[src/rtl/fetch_pc_stack_pkg.sv]
// ----------------------------------------------------------------------------
// fetch_pc_stack_pkg
// Shared CPU definitions for the fetch stage and the program memory:
//   PC_W      program-counter / instruction-address width (1024-word memory)
//   PC_RESET  address fetched first after reset
//   pc_sel_e  next-PC select encoding; the control unit decodes it into the
//             jump/call/ret strobes seen by fetch_pc_stack
// ----------------------------------------------------------------------------
package fetch_pc_stack_pkg;

  localparam int PC_W     = 10;
  localparam int PC_RESET = 0;

  typedef enum logic [1:0] {
    SEL_SEQ  = 2'd0,
    SEL_JUMP = 2'd1,
    SEL_CALL = 2'd2,
    SEL_RET  = 2'd3
  } pc_sel_e;

endpackage : fetch_pc_stack_pkg

[src/rtl/fetch_pc_stack_ret_stack.sv]
// ----------------------------------------------------------------------------
// ret_stack
// Parameterised LIFO holding subroutine return addresses.
//   clk, reset  rising-edge clock, synchronous active-high reset (clears the
//               occupancy count only; entry contents are don't-care)
//   push        write push_data as the new top entry (ignored when full)
//   pop         discard the top entry (ignored when empty)
//   push_data   address to push
//   top         current top entry, entry[depth-1] (undefined when empty)
//   depth       number of valid entries
//   full/empty  occupancy status
// The caller never asserts push and pop together; if it did, push wins.
// ----------------------------------------------------------------------------
module ret_stack #(
  parameter int AW    = 10,
  parameter int DEPTH = 8,
  parameter int DW    = $clog2(DEPTH + 1)
) (
  input  logic          clk,
  input  logic          reset,
  input  logic          push,
  input  logic          pop,
  input  logic [AW-1:0] push_data,
  output logic [AW-1:0] top,
  output logic [DW-1:0] depth,
  output logic          full,
  output logic          empty
);

  localparam int IW = (DEPTH > 1) ? $clog2(DEPTH) : 1;

  logic [AW-1:0] mem [DEPTH];
  logic [DW-1:0] cnt;

  assign full  = (cnt == DW'(DEPTH));
  assign empty = (cnt == '0);
  assign depth = cnt;

  // Entry index equals occupancy: push writes entry[cnt], top reads entry[cnt-1].
  assign top = mem[IW'(cnt - DW'(1))];

  always_ff @(posedge clk) begin
    if (reset) begin
      cnt <= '0;
    end else if (push && !full) begin
      cnt <= cnt + DW'(1);
    end else if (pop && !empty) begin
      cnt <= cnt - DW'(1);
    end
  end

  // Storage carries no reset; stale entries above cnt are never observed.
  always_ff @(posedge clk) begin
    if (push && !full) begin
      mem[IW'(cnt)] <= push_data;
    end
  end

endmodule : ret_stack

[src/rtl/fetch_pc_stack.sv]
// ----------------------------------------------------------------------------
// fetch_pc_stack
// Program counter and next-address sequencing for the single-cycle CPU.
//   clk, reset       rising-edge clock, synchronous active-high reset
//   stall            hold pc, stack and flags this cycle
//   jump             pc <= target
//   call             push pc+1, pc <= target
//   ret              pop return stack into pc
//   target           jump/call destination
//   pc               registered instruction address (program memory address)
//   pc_next_seq      pc+1 modulo 2^AW (combinational)
//   depth            valid return-stack entries
//   stack_overflow   sticky: push attempted while full
//   stack_underflow  sticky: pop attempted while empty
// Edge priority: reset > stall > ret > call > jump > sequential.
// ----------------------------------------------------------------------------
module fetch_pc_stack
  import fetch_pc_stack_pkg::*;
#(
  parameter int            AW       = PC_W,
  parameter int            DEPTH    = 8,
  parameter logic [AW-1:0] RESET_PC = AW'(PC_RESET)
) (
  input  logic                         clk,
  input  logic                         reset,
  input  logic                         stall,
  input  logic                         jump,
  input  logic                         call,
  input  logic                         ret,
  input  logic [AW-1:0]                target,
  output logic [AW-1:0]                pc,
  output logic [AW-1:0]                pc_next_seq,
  output logic [$clog2(DEPTH+1)-1:0]   depth,
  output logic                         stack_overflow,
  output logic                         stack_underflow
);

  localparam int DW = $clog2(DEPTH + 1);

  pc_sel_e       sel;
  logic [AW-1:0] pc_d;
  logic [AW-1:0] stk_top;
  logic          stk_full;
  logic          stk_empty;
  logic          stk_push;
  logic          stk_pop;

  // pc+1 in AW bits wraps naturally from all-ones to zero.
  assign pc_next_seq = pc + AW'(1);

  // ret outranks call, which outranks jump; call+jump is therefore a call.
  always_comb begin
    sel = SEL_SEQ;
    if (ret) begin
      sel = SEL_RET;
    end else if (call) begin
      sel = SEL_CALL;
    end else if (jump) begin
      sel = SEL_JUMP;
    end
  end

  // Stack moves only on a legal, unstalled push/pop; the failing cases only
  // raise a flag, so the stack never sees both strobes in one cycle.
  assign stk_push = !stall && (sel == SEL_CALL) && !stk_full;
  assign stk_pop  = !stall && (sel == SEL_RET)  && !stk_empty;

  always_comb begin
    pc_d = pc_next_seq;
    unique case (sel)
      SEL_RET:  pc_d = stk_empty ? pc_next_seq : stk_top;
      SEL_CALL: pc_d = target;
      SEL_JUMP: pc_d = target;
      default:  pc_d = pc_next_seq;
    endcase
  end

  always_ff @(posedge clk) begin
    if (reset) begin
      pc              <= RESET_PC;
      stack_overflow  <= 1'b0;
      stack_underflow <= 1'b0;
    end else if (!stall) begin
      pc <= pc_d;
      if ((sel == SEL_CALL) && stk_full) begin
        stack_overflow <= 1'b1;
      end
      if ((sel == SEL_RET) && stk_empty) begin
        stack_underflow <= 1'b1;
      end
    end
  end

  ret_stack #(
    .AW    (AW),
    .DEPTH (DEPTH),
    .DW    (DW)
  ) u_ret_stack (
    .clk       (clk),
    .reset     (reset),
    .push      (stk_push),
    .pop       (stk_pop),
    .push_data (pc_next_seq),
    .top       (stk_top),
    .depth     (depth),
    .full      (stk_full),
    .empty     (stk_empty)
  );

endmodule : fetch_pc_stack

[config.mk]
export PLATFORM = sky130hd
export DESIGN_NAME = fetch_pc_stack
export DESIGN_NICKNAME = d
export VERILOG_FILES = /design/src/rtl/fetch_pc_stack_pkg.sv /design/src/rtl/fetch_pc_stack_ret_stack.sv /design/src/rtl/fetch_pc_stack.sv
export SDC_FILE = /design/constraint.sdc
export NUM_CORES = 1
export LEC_CHECK = 0
export ABC_AREA = 1
export CORE_ASPECT_RATIO = 0.8
export CORE_MARGIN = 2
export CORE_UTILIZATION = 55
export CTS_CLUSTER_SIZE = 20
export DETAILED_ROUTE_END_ITERATION = 16
export PLACE_DENSITY = 0.85
export SYNTH_ARGS = -nofsm -noshare
export SYNTH_HDL_FRONTEND = slang
export SYNTH_HIERARCHICAL = 1
export SYNTH_SLANG_ARGS = --single-unit
[constraint.sdc]
create_clock -name clk -period 2.8 [get_ports clk]
set_input_delay 0.28 -clock clk [delete_from_list [all_inputs] [get_ports clk]]
set_output_delay 0.28 -clock clk [all_outputs]
set_load 0.005 [all_outputs]
==> impl_metrics.json <==
{
  "cp.arrival_ns": 2.34,
  "gr-usage-all-layers": 0.249,
  "fp.dieH_microns": 84.2,
  "synth_top_family_by_area": "simple AND/OR/NAND/NOR gates",
  "min_to": "stack_underflow$_SDFFE_PP0P_",
  "drt_iter0_drc": 333,
  "ff2ff_setup_slack_ns": 0.50,
  "postSynthCellCount": 447,
  "synth-simple-area-share": 0.186,
  "start_util": 0.561,
  "slew_viol_final": 0,
  "cts_tree": "done",
  "dp_hpwl_microns": 7260,
  "cap_violations": 0,
  "final_hold_viol_count": 0,
  "synth_top_area_frac": 0.543,
  "rsz0062_at_grt": "no",
  "outcome": "completed",
  "gp_congestion": 0.960,
  "coreArea_sq_um": 7870,
  "finalWorstPathRequiredPeriod_ns": 2.62,
  "ys_warn_count": 6,
  "first_pass_iters": 7,
  "cts_hold_buf": 0,
  "ant_nets": 0,
  "grt_pass1_vias": 3333,
  "io_pins": 42,
  "grt_pass1_wl_microns": 16900,
  "synthXorXnorAreaFrac": 0.00396,
  "synth_top_area_cell": "edfxtp_1",
  "crit_fanout": 10,
  "drcViolationCount": 0,
  "grt_max_degree": 51,
  "setup_viol": 0,
  "cp_num_buf_inv": 1,
  "synthAdderAreaFrac": 0.0170,
  "fillers": 600,
  "cts_buffers": 9,
  "p_leak_nw": 1.97,
  "synth_nets": 469,
  "worstHoldPathCells": 2,
  "clock_skew_ns": 0.00801,
  "hp-start": "stack_underflow$_SDFFE_PP0P_",
  "syn_to_final_growth_pct": 16.7,
  "r2r_start": "u_ret_stack/depth[1]$_SDFFE_PP0P_",
  "worst_path_largest_cell_delay_ns": 0.58,
  "clkSinkCount": 96,
  "p_per_area_nw_per_um2": 637,
  "vias_per_cell": 5.85,
  "via_count": 3535,
  "row_count": 29,
  "antenna_found_initial": 0,
  "cpMostUsedCell": "nand2_1",
  "avgSynthCellArea_sq_um": 9.89,
  "maxSlewHeadroom": 0.611,
  "path_clk_slew_ns": 0.09,
  "crit_path_cell_trace": "ha_1 > nand2_1 > nor2_2 > nand3b_1 > nand2_1 > clkdlybuf4s50_1",
  "ys.flop_type": "edfxtp_1",
  "die_width_microns": 104,
  "postCtsSetupBuffers": 0,
  "htree_levels": 3,
  "fmax_ghz": 0.381,
  "synth.area.mux_share": 0,
  "register_area_sq_um": 2720,
  "synth_compound_area_frac": 0.123,
  "clock_path_buffers": 2,
  "grt_overflow": 0,
  "worstPathRequired_ns": 2.52,
  "placed_area_sq_um": 4960,
  "synth_cell_types": 36,
  "synth-seq-cells": 96,
  "reg2regPathDepth": 11,
  "vdd_ir_drop_max_mv": 0.376,
  "fin_area_sq_um": 5160,
  "finalCritPeriodShare": 0.937,
  "tns_ns": 0,
  "root_buffer": "clkbuf_8",
  "crit_start": "pc[0]$_SDFFE_PP0N_",
  "diodes": 0,
  "netlist_area_sq_um": 4420,
  "synth_area_leaders": "edfxtp_1, nand2_1, dfxtp_1, o21ai_0, nor2_1",
  "insertion_delay_ns": 0.36,
  "multi_input_area_sq_um": 1460,
  "port-buffer-count": 41,
  "ctsResizeCount": 0,
  "die_area_sq_um": 8770,
  "worstMarginPinSlew_ns": 0.582,
  "r2r-end": "pc[7]$_SDFFE_PP0N_",
  "ys_seq_area_frac": 0.616,
  "drive_gt1_frac": 0.0887,
  "synth-edff-count": 80,
  "nNetsFinal": 513,
  "synthArstFlopShare": 0,
  "hold_class": "reg2reg",
  "critPathKind": "reg2out",
  "wl_per_cell_microns": 17.5,
  "end_kind": "output port",
  "routed_wl_microns": 10500,
  "startpoint_type": "flop",
  "cp_slowest_cell": "clkdlybuf4s50_1",
  "critical-path-top-delay-family": "simple AND/OR/NAND/NOR gates"
}
how the worst max path moves through the flow:
stage | end | cells past startpoint
floorplan | u_ret_stack/mem[0][0]$_DFFE_PP_ | 8
global placement | u_ret_stack/mem[6][8]$_DFFE_PP_ | 11
detailed placement | u_ret_stack/mem[6][6]$_DFFE_PP_ | 11
CTS | pc_next_seq[8] | 6
global route | pc_next_seq[8] | 6
finish | pc_next_seq[8] | 6
power breakdown:
part | switching [mW] | leakage, nW | internal, mW
logic | 0.474 | 1.01 | 0.265
clock network | 0.484 | 0.0977 | 0.421
registers | 0.0332 | 0.863 | 1.61
total | 0.992 | 1.97 | 2.29
logic make-up after synthesis:
family                   count (synthesis)
AND/OR/NAND/NOR                        188
XOR/XNOR                                 2
adder cells (fa/ha/maj)                  6
AO/OA/AOI/OAI                          100
buffers and inverters                   55
flip-flops                              96
layout by cell type, fill, tap and decap left out, drive strengths merged:
cell,count
clkbuf,9
nor2,53
clkinvlp,2
xnor2,1
buf,14
edfxtp,80
a21oi,23
o21ai,52
nand3b,1
inv,34
and2,4
nand2,90
ha,6
o21bai,2
o22ai,20
nor3,4
a31oi,3
bufinv,1
nand4,4
clkinv,3
dfxtp,16
nand3,32
xor2,1
clkdlybuf4s50,41
flip-flops by register name, indices dropped and copies added (netlist names):
name               count
pc                    10
stack_overflow         1
stack_underflow        1
u_ret_stack/depth      4
u_ret_stack/mem       80
stage by stage:
step / util / std cells / total power [mW] / setup slack [ns] / hold WS [ns]
after global placement: 0.630 / 588 / 2.38 / 0.371 / 0.461
final: 0.655 / 604 / 3.28 / 0.175 / 0.490
after detailed placement: 0.630 / 588 / 2.39 / 0.216 / 0.473
after floorplan: - / 447 / 2.13 / 0.161 / 0.342
after global routing: 0.655 / 604 / 3.44 / 0.00601 / 0.510
after CTS: 0.655 / 604 / 3.29 / 0.156 / 0.494
metal layers:
layer,vias to the layer above,share of wire,GRT usage
met1,1671,0.43,0.360
met4,0,0.019,0.0971
met2,204,0.46,0.376
met3,22,0.095,0.0520
li1,1638,-,-
met5,-,0,0
final cells by class:
cell class | instances | area share
Clock buffer | 9 | 0.0240
Clock inverter | 7 | 0.0153
Inverter | 33 | 0.0245
Multi-Input combinational cell | 296 | 0.282
Sequential cell | 96 | 0.528
Tap cell | 108 | 0.0262
Timing Repair Buffer | 55 | 0.0999
synthesized netlist by cell type, types with 3 or more instances:
master	number
nand4_1	4
nand3_1	30
o21ai_0	50
o22ai_1	20
a21oi_1	21
ha_1	6
clkbuf_1	7
nor2_1	51
buf_2	8
dfxtp_1	16
edfxtp_1	80
a31oi_1	3
buf_4	3
and2_1	3
inv_1	29
nor3_1	4
nand2_1	86
worst register-to-register path, delay by kind of cell, from the launching register on:
| kind | cells | cell delay, ns |
|---|---|---|
| AO/OA/AOI/OAI | 2 | 0.21 |
| adder cells (fa/ha/maj) | 1 | 0.33 |
| buffers and inverters | 2 | 0.24 |
| flip-flops | 1 | 0.32 |
| AND/OR/NAND/NOR | 6 | 1.10 |
Note: power is estimated with default switching activity, not from simulation.
